==> src/rtl/stream_rr_arbiter_if.sv <==
// Handshake bundle for stream_rr_arbiter: N upstream valid/ready requesters
// and one downstream valid/yumi consumer.
interface stream_rr_arbiter_if #(
    parameter int width_p   = 8,
    parameter int num_req_p = 2
);
    localparam int id_width_lp = $clog2(num_req_p);

    logic [num_req_p*width_p-1:0] data_i;
    logic [num_req_p-1:0]         last_i;
    logic [num_req_p-1:0]         valid_i;
    logic [num_req_p-1:0]         ready_o;
    logic                         valid_o;
    logic [width_p-1:0]           data_o;
    logic                         last_o;
    logic [id_width_lp-1:0]       id_o;
    logic                         yumi_i;
    logic                         locked_o;

    modport slave (
        input  data_i, last_i, valid_i, yumi_i,
        output ready_o, valid_o, data_o, last_o, id_o, locked_o
    );

    modport master (
        output data_i, last_i, valid_i, yumi_i,
        input  ready_o, valid_o, data_o, last_o, id_o, locked_o
    );
endinterface

==> src/rtl/stream_rr_arbiter.sv <==
// Round-robin packet arbiter feeding one registered elastic output stage.
// A winner keeps the grant until its last beat is accepted.
module stream_rr_arbiter #(
    parameter int width_p   = 8,
    parameter int num_req_p = 2
) (
    input  logic               clk_i,
    input  logic               reset_i,
    stream_rr_arbiter_if.slave io
);
    localparam int id_width_lp = $clog2(num_req_p);
    localparam logic [id_width_lp-1:0] last_idx_lp =
        id_width_lp'(num_req_p - 1);
    localparam logic [id_width_lp:0] num_lp =
        (id_width_lp + 1)'(num_req_p);

    typedef enum logic {
        IDLE,
        LOCKED
    } state_e;

    state_e                 state_q, state_d;
    logic [id_width_lp-1:0] ptr_q, ptr_d;
    logic [id_width_lp-1:0] owner_q, owner_d;
    logic [id_width_lp-1:0] id_q, id_d;
    logic                   valid_q, valid_d;
    logic                   last_q, last_d;
    logic [width_p-1:0]     data_q, data_d;

    logic [id_width_lp-1:0] grant_w;
    logic [id_width_lp-1:0] sel_w;
    logic [id_width_lp:0]   slot_w;
    logic                   grant_found_w;
    logic                   sel_ok_w;
    logic                   accept_w;
    logic                   xfer_w;
    logic [num_req_p-1:0]   ready_w;

    // Rotating-priority search: first valid requester at or after ptr_q.
    always_comb begin
        grant_w       = '0;
        grant_found_w = 1'b0;
        slot_w        = '0;
        for (int j = 0; j < num_req_p; j++) begin
            slot_w = {1'b0, ptr_q} + (id_width_lp + 1)'(j);
            if (slot_w >= num_lp) begin
                slot_w = slot_w - num_lp;
            end
            if (!grant_found_w && io.valid_i[slot_w[id_width_lp-1:0]]) begin
                grant_found_w = 1'b1;
                grant_w       = slot_w[id_width_lp-1:0];
            end
        end
    end

    always_comb begin
        accept_w = ~valid_q | io.yumi_i;
        sel_w    = (state_q == LOCKED) ? owner_q : grant_w;
        sel_ok_w = (state_q == LOCKED) | grant_found_w;
        ready_w  = '0;
        if (sel_ok_w) begin
            ready_w[sel_w] = accept_w;
        end
        xfer_w = |(ready_w & io.valid_i);
    end

    always_comb begin
        state_d = state_q;
        ptr_d   = ptr_q;
        owner_d = owner_q;
        valid_d = valid_q;
        data_d  = data_q;
        last_d  = last_q;
        id_d    = id_q;
        if (xfer_w) begin
            valid_d = 1'b1;
            data_d  = io.data_i[int'(sel_w)*width_p +: width_p];
            last_d  = io.last_i[sel_w];
            id_d    = sel_w;
            if (io.last_i[sel_w]) begin
                state_d = IDLE;
                ptr_d   = (sel_w == last_idx_lp) ? '0 : sel_w + 1'b1;
            end else begin
                state_d = LOCKED;
                owner_d = sel_w;
            end
        end else if (io.yumi_i) begin
            // Drain without refill: payload stays, only valid drops.
            valid_d = 1'b0;
        end
    end

    always_ff @(posedge clk_i or posedge reset_i) begin
        if (reset_i) begin
            state_q <= IDLE;
            ptr_q   <= '0;
            owner_q <= '0;
            valid_q <= 1'b0;
            data_q  <= '0;
            last_q  <= 1'b0;
            id_q    <= '0;
        end else begin
            state_q <= state_d;
            ptr_q   <= ptr_d;
            owner_q <= owner_d;
            valid_q <= valid_d;
            data_q  <= data_d;
            last_q  <= last_d;
            id_q    <= id_d;
        end
    end

    assign io.ready_o  = ready_w;
    assign io.valid_o  = valid_q;
    assign io.data_o   = data_q;
    assign io.last_o   = last_q;
    assign io.id_o     = id_q;
    assign io.locked_o = (state_q == LOCKED);
endmodule

==> src/flat_wrapper.sv <==
// flat-port wrapper written by rule: the top's interface ports become plain ports
module stream_rr_arbiter_flat 
#(
    parameter int width_p   = 8,
    parameter int num_req_p = 2
)
  (clk_i, reset_i, io_data_i, io_last_i, io_valid_i, io_yumi_i, io_ready_o, io_valid_o, io_data_o, io_last_o, io_id_o, io_locked_o);
  stream_rr_arbiter_if #(.width_p(width_p), .num_req_p(num_req_p)) io_i ();
  input  logic clk_i;
  input  logic reset_i;
  input wire logic [$bits(io_i.data_i)-1:0] io_data_i;
  input wire logic [$bits(io_i.last_i)-1:0] io_last_i;
  input wire logic [$bits(io_i.valid_i)-1:0] io_valid_i;
  input wire logic [$bits(io_i.yumi_i)-1:0] io_yumi_i;
  output wire logic [$bits(io_i.ready_o)-1:0] io_ready_o;
  output wire logic [$bits(io_i.valid_o)-1:0] io_valid_o;
  output wire logic [$bits(io_i.data_o)-1:0] io_data_o;
  output wire logic [$bits(io_i.last_o)-1:0] io_last_o;
  output wire logic [$bits(io_i.id_o)-1:0] io_id_o;
  output wire logic [$bits(io_i.locked_o)-1:0] io_locked_o;
  assign io_i.data_i = io_data_i;
  assign io_i.last_i = io_last_i;
  assign io_i.valid_i = io_valid_i;
  assign io_i.yumi_i = io_yumi_i;
  assign io_ready_o = io_i.ready_o;
  assign io_valid_o = io_i.valid_o;
  assign io_data_o = io_i.data_o;
  assign io_last_o = io_i.last_o;
  assign io_id_o = io_i.id_o;
  assign io_locked_o = io_i.locked_o;
  stream_rr_arbiter #(.width_p(width_p), .num_req_p(num_req_p)) u_core (.clk_i(clk_i), .reset_i(reset_i), .io(io_i));
endmodule
==> config.mk <==
export PLATFORM = sky130hd
export DESIGN_NAME = stream_rr_arbiter_flat
export DESIGN_NICKNAME = d
export VERILOG_FILES = /design/src/rtl/stream_rr_arbiter_if.sv /design/src/rtl/stream_rr_arbiter.sv /design/src/flat_wrapper.sv
export SDC_FILE = /design/constraint.sdc
export NUM_CORES = 1
export LEC_CHECK = 0
export ABC_AREA = 1
export BUFFER_PORTS_ARGS = -buffer_cell sky130_fd_sc_hd__buf_2
export CAP_MARGIN = 20
export CORE_UTILIZATION = 44
export DETAILED_ROUTE_END_ITERATION = 10
export PLACE_DENSITY = 0.76
export SETUP_SLACK_MARGIN = 0.3
export SYNTH_ARGS = -nofsm -noshare
export SYNTH_HDL_FRONTEND = slang
export SYNTH_SLANG_ARGS = --single-unit
==> constraint.sdc <==
create_clock -name clk_i -period 1.86 [get_ports clk_i]
set_clock_uncertainty 0.15 [all_clocks]
set_input_delay 0.279 -clock clk_i [delete_from_list [all_inputs] [get_ports clk_i]]
set_output_delay 0.279 -clock clk_i [all_outputs]
set_load 0.005 [all_outputs]
[After elaboration in Yosys (flattened, before gate mapping)]
Cells that the tools add are included.
Word-level totals
  flip-flop bits (word level): 14
  output and inout port bits: 14
Operators by class
  add/subtract/negate cells: 4
  order comparisons: 6
  shift operators: 1
  multiplexer cells: 20
  bitwise operators: 6
  reductions and logical operators: 7
Operator list (count)
  2-to-1 mux 1 bit: 18
  variable part select 16 x 5 -> 8 bit: 1
  < comparator 1 x 2 -> 1 bit (second input constant): 3
  bitwise AND 2 bit: 2
  AND reduction 2 bit: 2
  adder 1 x 1 -> 2 bit (second input constant): 1
  >= comparator 1 x 2 -> 1 bit (second input constant): 1
  >= comparator 2 bit (second input constant): 1
  logical AND 1 bit: 2
  2-to-1 mux 2 bit: 1
  inverter 1 bit: 2
  OR 1 bit: 2
  nonzero test 2 bit: 1
  OR reduction 2 bit: 1
  subtractor 1 bit (second input constant): 2
  adder 1 bit (second input constant): 1
  demux 1 bit (select 1 bit): 1
  >= comparator 1 bit (second input constant): 1
  zero test 1 bit: 1

[Depth between registers and ports, before layout]
  depth after elaboration: 18
  depth in mapped cells: 10
  mapped depth without buffers: 9

[Worst setup path after synthesis]
Ideal clock, no wire load.
  path type: register to register
  start point: reg u_core.state_q, in the netlist u_core.io.locked_o
  end point: reg u_core.state_q, in the netlist u_core.io.locked_o
  setup time: 0.117 ns
  data arrival time: 1.142 ns
  data required time: 1.593 ns
  setup slack: 0.451 ns
  stages on the path, launching flop included: 10
  path through: dfrtp_1 -> nand2_1 -> inv_1 -> a21oi_2 -> nand3_1 -> nand2_2 -> inv_2 -> buf_6 -> nand2_1 -> nand2_1
On the way
  word-level cells in the longest chain between the ends: 9
  elaborated cells between the ends (all ways): 14
  those cells by class: 2 x order compare; 7 x mux; 3 x bitwise; 2 x reduce/logical
RTL lines
  from (decl): line stream_rr_arbiter.sv:22  | state_e state_q, state_d;
  from (signal assigned): line stream_rr_arbiter.sv:103  | state_q <= state_d;
  2-to-1 mux 1 bit: line stream_rr_arbiter.sv:58  | sel_w = (state_q == LOCKED) ? owner_q : grant_w;
  < comparator 1 x 2 -> 1 bit (not written as such) / >= comparator 1 bit (equally long branches): line stream_rr_arbiter.sv:62  | ready_w[sel_w] = accept_w;
  logical AND 1 bit (not written as such): line stream_rr_arbiter.sv:62
  2-to-1 mux 1 bit (not written as such): line stream_rr_arbiter.sv:62
  demux 1 bit (select 1 bit)
  bitwise AND 2 bit (no line)
  2-to-1 mux 2 bit: line stream_rr_arbiter.sv:61  | if (sel_ok_w) begin
  bitwise AND 2 bit: line stream_rr_arbiter.sv:64  | xfer_w = |(ready_w & io.valid_i);
  OR reduction 2 bit: line stream_rr_arbiter.sv:64
Several ways; a longest one is shown, not always the timed one. The select of a mux whose other input is x is not followed.
A chain may end at the register's enable or synchronous reset.

[Worst setup path after layout]
  start point: reg u_core.state_q, in the netlist u_core.io.locked_o
  end point: out io_ready_o[1]
On the way
  word-level cells in the longest chain between the ends: 7
  elaborated cells between the ends (all ways): 9
  those cells by class: 2 x order compare; 4 x mux; 2 x bitwise; 1 x reduce/logical
RTL lines
  2-to-1 mux 1 bit: line stream_rr_arbiter.sv:58
  < comparator 1 x 2 -> 1 bit (not written as such) / >= comparator 1 bit (equally long branches): line stream_rr_arbiter.sv:62
  logical AND 1 bit (not written as such): line stream_rr_arbiter.sv:62
  2-to-1 mux 1 bit (not written as such): line stream_rr_arbiter.sv:62
  demux 1 bit (select 1 bit)
  bitwise AND 2 bit (no line)
  2-to-1 mux 2 bit (*): line stream_rr_arbiter.sv:61
  to (decl): line flat_wrapper.sv:15  | output wire logic [$bits(io_i.ready_o)-1:0] io_ready_o;
Every way passes the cells marked *; elsewhere a longest branch is shown, timed or not.

==> results.txt <==
run status = finished, final reports clean
critical-path maximum fanout = 4
f_max = 0.584 GHz
drt first pass iters = 4
Tot GR Track Use = 20.8%
Final HPWL DP = 1.27 mm
Worst R2R Path Depth = 9
RSZ-0062 raised after global routing = yes
# IOs = 37
final worst path period share = 92.1%
Syn. warnings = 0
Setup-failing EPs final = 0
reg2reg end = u_core.ptr_q
Sw Pwr = 0.649 mW
syn avg cell area = 6.88 µm²
Root Driver = clkbuf_4
first-pass GRT wire length = 2.87 mm
# rows = 14
largest net degree at the start of global routing = 15
gr ovfl total = 0
diode count = 0
Final min period = 1.71 ns
Vias per Instance = 4.73
Yosys cell types = 14
Pint = 0.978 mW
total detailed-routing wirelength = 1.70 mm
initial core utilization = 48.6%
count leader, synth = nand2_1
CP Class = reg2out
area grow syn2layout = 42.9%
PwrDens = 1520 nW/µm²
clock tree buffer depth = 2
clock sinks = 14
CP required = 1.43 ns
post-layout instance area = 1070 µm²
Synth top cells by count = nand2_1, dfrtp_1, inv_1, nor2_1, nand3_1
area leader, netlist = dfrtp_1
Fin. Hold Viols = 0
R2R setup slack = 0.21 ns
CTS tree = built
core area = 1540 µm²
Synth top area share = 46.7%
CP Data Arrival Time = 1.28 ns
Slew HR = 64.7%
fraction of registers with async set or reset after synthesis = 100%
mapped cell area = 749 µm²
initial DRC count = 16
Crit. Startpoint = u_core.io.locked_o
Clock Latency Late Sink = 0.28 ns
die outline width = 43.3 µm
initial antenna violation count = 0
CTS clk-pin slew, worst paths = 0.09 ns
area post-placement = 932 µm²
share of layout cells above drive strength 1 = 39.4%
ys flop type = dfrtp_1
WL/cell = 9.94 µm
cts bufs inserted = 3
GPL Wtd Cong = 0.734
dominant cells by area after synthesis = dfrtp_1, nand2_1, inv_1
worst-margin pin slew = 0.529 ns
crit path capture type = output pin
Hold Path Class = in2reg
switching part of the total power = 39.9%
Critical Path Start Type = register
Logic pwr share = 53.0%
max-slew violations = 0
number of global-route vias before repair = 718
Layout Nets = 179
RR Startpoint = u_core.io.locked_o
Synth Register Bits = 14
power share of the clock group = 13.5%
sequential area share after synthesis = 46.7%
H-tree depth = 1
routed via count = 809
Net Count, Synth = 132
remaining routing DRC violations = 0
setup_tns = 0 ns
Setup crit end = io_ready_o[1]
number of synthesized flops with an enable pin = 0
P_leak = 0.673 nW
DRT antenna net count = 0
post-synthesis instance total = 109
max-cap viol count = 0
Reg power frac = 33.5%
Peak VDD IR = 0.938 mV
DIE AREA = 1870 µm²
Port Buf Inserts = 36
Die H = 43.3 µm
-- layer usage --
layer	global-route usage (%)	routed length, µm	up-vias
met5	0	0	-
li1	-	-	415
met2	36.1	907	22
met3	6.38	89	4
met4	7.27	22	0
met1	23.7	680	368
-- stage by stage --
step           util, %  instances  total power [mW]  worst slack (ns)  hold WS (ns)
2_1_floorplan        -        109              1.02             0.451        0.0182
5_1_grt           69.5        171              1.77            0.0983         0.152
3_5_place_dp      60.5        159              1.25             0.274         0.199
6_report          69.5        171              1.63             0.147         0.134
3_3_place_gp      60.5        159              1.23             0.352         0.182
4_1_cts           67.6        170              1.59             0.151         0.138
-- sequential cells by signal, summed over array words and instances (netlist names) --
register and flops:
u_core.io.data_o 8, u_core.io.locked_o 1, u_core.ptr_q 1, u_core.io.last_o 1, u_core.owner_q 1, u_core.io.valid_o 1
u_core.io.id_o 1
-- cells by family (layout without fill, tap and decap cells) --
kind of cell / after synthesis / count (layout) / share of synthesized area, %
simple gates: 79 / 79 / 41.9
flops: 14 / 14 / 46.7
compound gates: 3 / 3 / 2.50
buf+inv: 13 / 59 / 8.85
-- layout by cell type (no fill, tap or decap) --
cell type      instances
nand2_1               66
buf_2                 36
dfrtp_1               13
inv_1                  7
buf_4                  5
buf_6                  4
nand2_2                3
nor2_1                 3
nand3_1                3
clkbuf_4               3
a21oi_2                2
nor2_4                 1
inv_2                  1
nand3_2                1
nand2_4                1
inv_4                  1
nor2_2                 1
o21ai_0                1
clkbuf_8               1
dlygate4sd3_1          1
dfrtp_2                1
-- power by group through the flow --
| stage | Sequential [mW] | Combinational, mW | Clock, mW |
|---|---|---|---|
| 2_1_floorplan | 0.546 | 0.470 | 0 |
| 5_1_grt | 0.557 | 0.984 | 0.232 |
| 4_1_cts | 0.541 | 0.829 | 0.222 |
| 3_3_place_gp | 0.539 | 0.691 | 0 |
| 3_5_place_dp | 0.544 | 0.706 | 0 |
| 6_report | 0.544 | 0.863 | 0.220 |
-- area by class of cell --
type                       instances  area, µm²
tap                               16       20.0
timing repair buffer              46        273
multi-input combinational         82        354
inverter                           9       36.3
sequential                        14        352
fill                             125        470
clock buffer                       4       36.3
-- critical path, cell delays in order (launching register included) --
cell,delay (ns)
dfrtp_2,0.45
nand2_2,0.10
inv_2,0.04
a21oi_2,0.13
buf_6,0.12
nor2_1,0.03
buf_2,0.12
-- how the worst min path moves through the flow --
stage / from / end / slack (ns) / cells past startpoint
2_1_floorplan: reset_i / u_core.io.data_o[0] / 0.02 / 1
3_5_place_dp: reset_i / u_core.io.data_o[3] / 0.20 / 2
5_1_grt: io_data_i[2] / u_core.io.data_o[2] / 0.15 / 5
6_report: io_data_i[0] / u_core.io.data_o[0] / 0.13 / 5
4_1_cts: io_data_i[0] / u_core.io.data_o[0] / 0.14 / 5
3_3_place_gp: reset_i / u_core.io.data_o[3] / 0.18 / 2
-- repair_timing --
| item | in CTS | in global routing |
|---|---|---|
| hold buffers | 1 | 0 |
| gates cloned | 0 | 0 |
| pin swaps | 2 | 2 |
| endpoints found under the hold margin | 14 | 0 |
| gates resized for setup | 5 | 8 |
| setup buffers | 6 | 1 |
| setup endpoints to repair | 12 | 15 |
Note: power is estimated with default switching activity, not from simulation.
